--- config.mk ---
export PLATFORM = sky130hd
export DESIGN_NAME = vdiv_seq
export DESIGN_NICKNAME = d
export VERILOG_FILES = /design/src/rtl/vdiv_seq.sv
export SDC_FILE = /design/constraint.sdc
export NUM_CORES = 1
export LEC_CHECK = 0
export ABC_AREA = 0
export BUFFER_PORTS_ARGS = -buffer_cell sky130_fd_sc_hd__buf_2
export CORE_MARGIN = 5
export CORE_UTILIZATION = 40
export DETAILED_ROUTE_END_ITERATION = 6
export SLEW_MARGIN = 0
export SYNTH_ARGS = -nofsm -noshare
export SYNTH_HDL_FRONTEND = slang
export SYNTH_SLANG_ARGS = --single-unit
--- constraint.sdc ---
create_clock -name clk_i -period 3.79 [get_ports clk_i]
set_clock_uncertainty 0.1 [all_clocks]
set_input_delay 1.137 -clock clk_i [delete_from_list [all_inputs] [get_ports clk_i]]
set_output_delay 1.137 -clock clk_i [all_outputs]
set_load 0.03 [all_outputs]
--- src/rtl/vdiv_seq.sv ---
`default_nettype none
// ============================================================================
// Module      : vdiv_seq
// Description : Sequential radix-2 restoring divider, signed/unsigned,
//               fixed N+2 cycle latency.
// Revision    : 1.0 - initial release
// ============================================================================
module vdiv_seq #(
    parameter int DATA_WIDTH = 32
) (
    input  logic                  clk_i,
    input  logic                  rst_i,
    input  logic                  start_i,
    input  logic                  signed_i,
    input  logic [DATA_WIDTH-1:0] a_i,
    input  logic [DATA_WIDTH-1:0] b_i,
    output logic                  busy_o,
    output logic                  valid_o,
    output logic [DATA_WIDTH-1:0] quo_o,
    output logic [DATA_WIDTH-1:0] rem_o
);

    localparam int c_N  = DATA_WIDTH;
    localparam int c_CW = $clog2(c_N + 1);

    typedef enum logic [1:0] {
        S_IDLE = 2'd0,
        S_CALC = 2'd1,
        S_FIX  = 2'd2,
        S_DONE = 2'd3
    } state_t;

    state_t            r_state;
    state_t            w_state_next;
    logic [c_CW-1:0]   r_cnt;
    logic [c_N-1:0]    r_quo;
    logic [c_N-1:0]    r_rem;
    logic [c_N-1:0]    r_bmag;
    logic [c_N-1:0]    r_a;
    logic              r_neg_q;
    logic              r_neg_r;
    logic              r_bzero;
    logic              r_ovf;
    logic [c_N-1:0]    r_quo_o;
    logic [c_N-1:0]    r_rem_o;

    logic              w_accept;
    logic              w_a_neg;
    logic              w_b_neg;
    logic [c_N-1:0]    w_a_mag;
    logic [c_N-1:0]    w_b_mag;
    logic [c_N:0]      w_shift;
    logic [c_N:0]      w_diff;
    logic              w_ge;

    assign w_accept = start_i && ((r_state == S_IDLE) || (r_state == S_DONE));
    assign w_a_neg  = signed_i & a_i[c_N-1];
    assign w_b_neg  = signed_i & b_i[c_N-1];
    assign w_a_mag  = w_a_neg ? (~a_i + 1'b1) : a_i;
    assign w_b_mag  = w_b_neg ? (~b_i + 1'b1) : b_i;

    // Partial remainder stays below the divisor, so bit N of the difference
    // is a clean borrow flag whenever the divisor is non-zero.
    assign w_shift  = {r_rem, r_quo[c_N-1]};
    assign w_diff   = w_shift - {1'b0, r_bmag};
    assign w_ge     = ~w_diff[c_N];

    always_ff @(posedge clk_i) begin
        if (rst_i) begin
            r_state <= S_IDLE;
        end else begin
            r_state <= w_state_next;
        end
    end

    always_comb begin
        w_state_next = r_state;
        case (r_state)
            S_IDLE:  if (start_i) w_state_next = S_CALC;
            S_CALC:  if (r_cnt == c_CW'(1)) w_state_next = S_FIX;
            S_FIX:   w_state_next = S_DONE;
            S_DONE:  w_state_next = start_i ? S_CALC : S_IDLE;
            default: w_state_next = S_IDLE;
        endcase
    end

    always_ff @(posedge clk_i) begin
        if (rst_i) begin
            r_cnt   <= '0;
            r_quo   <= '0;
            r_rem   <= '0;
            r_bmag  <= '0;
            r_a     <= '0;
            r_neg_q <= 1'b0;
            r_neg_r <= 1'b0;
            r_bzero <= 1'b0;
            r_ovf   <= 1'b0;
            r_quo_o <= '0;
            r_rem_o <= '0;
        end else if (w_accept) begin
            r_cnt   <= c_CW'(c_N);
            r_quo   <= w_a_mag;
            r_rem   <= '0;
            r_bmag  <= w_b_mag;
            r_a     <= a_i;
            r_neg_q <= w_a_neg ^ w_b_neg;
            r_neg_r <= w_a_neg;
            r_bzero <= (b_i == '0);
            r_ovf   <= signed_i && (a_i == {1'b1, {(c_N-1){1'b0}}}) && (&b_i);
        end else if (r_state == S_CALC) begin
            r_cnt <= r_cnt - 1'b1;
            r_quo <= {r_quo[c_N-2:0], w_ge};
            r_rem <= w_ge ? w_diff[c_N-1:0] : w_shift[c_N-1:0];
        end else if (r_state == S_FIX) begin
            if (r_bzero) begin
                r_quo_o <= '1;
                r_rem_o <= r_a;
            end else if (r_ovf) begin
                r_quo_o <= r_a;
                r_rem_o <= '0;
            end else begin
                r_quo_o <= r_neg_q ? (~r_quo + 1'b1) : r_quo;
                r_rem_o <= r_neg_r ? (~r_rem + 1'b1) : r_rem;
            end
        end
    end

    assign busy_o  = (r_state == S_CALC) || (r_state == S_FIX);
    assign valid_o = (r_state == S_DONE);
    assign quo_o   = r_quo_o;
    assign rem_o   = r_rem_o;

endmodule
`default_nettype wire
==> impl_metrics.json <==
{
  "max_slew_margin_pct": 18.8,
  "cts_resized": 0,
  "coreArea_um2": 31400,
  "worst-endpoint-arrival_ps": 3930,
  "dieHeight_um": 188,
  "drc_errors": 0,
  "hpwl_mm": 29.5,
  "max-vdd-ir-drop_v": 0.000556,
  "timing.final.crit_share_pct": 95.1,
  "final_cell_mix": "dfxtp_1, nor2_1, nand2_1",
  "crit_type": "in2reg",
  "drt_iter0_markers": 883,
  "syn_inst": 1610,
  "total_power_w": 0.0144,
  "leakage_nw": 5.83,
  "ys_seq_elements": 204,
  "clock-sinks": 204,
  "tightest_slew_ps": 1210,
  "pin_count": 134,
  "pre_cts_ws_ps": -355,
  "setup_viol": 0,
  "whs_ps": 359,
  "htreeDepth": 1,
  "post-cts-setup-buffers": 0,
  "dpl.cell_count": 2108,
  "grt_pass1_vias": 11300,
  "synthesis.nets": 1723,
  "cts_tree": "yes",
  "netSwitchingFraction_pct": 46.1,
  "insertion_delay_ps": 520,
  "yosysSeqAreaShare_pct": 32.3,
  "path_cells": "buf_2, inv_1, ha_1, nor3b_1, nand3b_1, or3_1, or4_1, or3_1, o41ai_2, xnor2_1, nor2_1, a211oi_1",
  "initial_core_util_pct": 40.3,
  "r2r_slack_ps": 320,
  "path_clk_slew_ps": 60,
  "internal-power_w": 0.00775,
  "cpMostUsedCell": "or3_1",
  "drv_slew": 0,
  "combPwrFrac_pct": 57.4,
  "place.gp.congestion": 0.896,
  "critPathLaunchType": "input port",
  "dieArea_um2": 35300,
  "ctsRootBufferMaster": "clkbuf_16",
  "num_antenna_cells": 0,
  "synth_cell_types": 69,
  "layout-drive-gt1-share_pct": 15.4,
  "switchingPower_w": 0.00662,
  "fin_cells": 2152,
  "worstPathRequired_ps": 4120,
  "grtUsageTotal_pct": 21.2,
  "slowest_delay_ps": 510,
  "setup_slack_ps": 184,
  "wl_per_cell_um": 18.2,
  "clock_path_buffers": 3,
  "wirelength_mm": 39.2,
  "grt_pass1_wl_mm": 62.3,
  "p_seq_share_pct": 24.8,
  "maxCapViolations": 0,
  "drtPass1Iterations": 5,
  "die_w_um": 188,
  "cp_slowest_cell": "or4_1",
  "crit_path_end_kind": "flop",
  "grt_max_degree": 108,
  "cts_buffers": 24,
  "final_common_cell": "dfxtp_1",
  "clkPwrFrac_pct": 17.8,
  "fin_nets": 1845,
  "power_density_nw_per_um2": 968,
  "cts_hold_buf": 0,
  "fmax_mhz": 277,
  "syn_avg_cell_area_um2": 7.85,
  "synth_ff_type": "dfxtp_1",
  "route.vias.total": 12100,
  "crit_fanout": 3,
  "antenna_found_initial": 0,
  "tns_ps": 0,
  "synth_edf_count": 0,
  "syn2layout_area_growth_pct": 17.5,
  "min_path_type": "reg2reg",
  "viasPerCell": 5.63,
  "syn-cell-area_um2": 12600,
  "num_rows": 65,
  "timing.final.crit_period_ps": 3610,
  "yosys_warnings": 0,
  "async_reset_ff_share_pct": 0,
  "hold_violations": 0,
  "grt.overflow.total": 0,
  "ant_nets": 0,
  "portBuffers": 133,
  "rsz0062_at_grt": "no",
  "status": "complete, no violations"
}
through the flow:
stage,cell area (µm²),utilization [%]
after floorplan,12600,-
after global placement,14000,44.5
after detailed placement,14000,44.5
after CTS,14900,47.3
after global routing,14900,47.3
final,14900,47.3
final cells by class:
class / count / area, µm²
fill: 3167 / 16500
multi-input combinational: 1243 / 7980
sequential: 204 / 4080
timing repair buffer: 202 / 1200
clock buffer: 32 / 682
tap: 402 / 503
inverter: 57 / 214
clock inverter: 12 / 194
power groups by stage:
stage	Clock (W)	Combinational, W	Sequential (W)
global placement	0	0.00811	0.00359
floorplan	0	0.00576	0.00366
global route	0.00269	0.00911	0.00365
detailed placement	0	0.00819	0.00360
finish	0.00256	0.00825	0.00357
CTS	0.00259	0.00823	0.00356
layer usage:
layer / GRT usage (%) / part of all wire [%] / up-vias
li1: - / - / 6023
met1: 31.1 / 49 / 5698
met2: 33.5 / 44 / 338
met3: 2.33 / 4.7 / 57
met4: 5.00 / 2.5 / 0
met5: 0 / 0 / -
critical path: cells and delay by family:
family | cells | cell delay, ps
xor gates and xnor gates | 1 | 150
and+or+nand+nor | 6 | 1820
adders and majority gates | 1 | 160
AOI/OAI and AO/OA | 2 | 490
buffers and inverters | 2 | 180
synth_stat cells (all sizes together), types with 15 or more instances:
| cell | count | area share, % |
|---|---|---|
| a2111oi | 15 | 1.0 |
| a211oi | 71 | 4.2 |
| a21o | 16 | 0.95 |
| a21oi | 125 | 4.9 |
| a221oi | 22 | 1.5 |
| clkbuf | 92 | 2.7 |
| dfxtp | 204 | 32 |
| ha | 44 | 4.4 |
| inv | 57 | 1.7 |
| mux2i | 70 | 5.5 |
| nand2 | 146 | 4.3 |
| nand2b | 17 | 0.96 |
| nand3 | 22 | 0.87 |
| nor2 | 200 | 5.9 |
| nor3 | 50 | 2.0 |
| nor4 | 15 | 0.89 |
| o21ai | 106 | 4.3 |
| o31ai | 26 | 1.5 |
| or3 | 18 | 0.93 |
| xnor2 | 88 | 6.1 |
| xor2 | 54 | 3.7 |
logic make-up after synthesis:
group / after synthesis / synth area share (%)
and+or+nand+nor: 534 / 19.7
AOI/OAI and AO/OA: 450 / 23.1
DFF: 204 / 32.3
buffers and inverters: 163 / 4.87
xor gates and xnor gates: 142 / 9.84
muxes: 72 / 5.72
adders and majority gates: 45 / 4.51
final timing paths:
kind / cells past startpoint / to / start
worst max-delay path: 12 / r_quo[30] / a_i[0]
worst min-delay path: 2 / r_bmag[22] / r_bmag[22]
worst max register to register: 12 / r_rem[18] / r_quo[31]
worst min register to register: 2 / r_bmag[22] / r_bmag[22]
flip-flops by register name (all words and copies together) (netlist names):
| signal | cells |
|---|---|
| quo_o | 32 |
| r_a | 32 |
| r_bmag | 32 |
| r_bzero | 1 |
| r_cnt | 6 |
| r_neg_q | 1 |
| r_neg_r | 1 |
| r_ovf | 1 |
| r_quo | 32 |
| r_rem | 32 |
| r_state | 2 |
| rem_o | 32 |
Power figures use the tool's default switching activity.
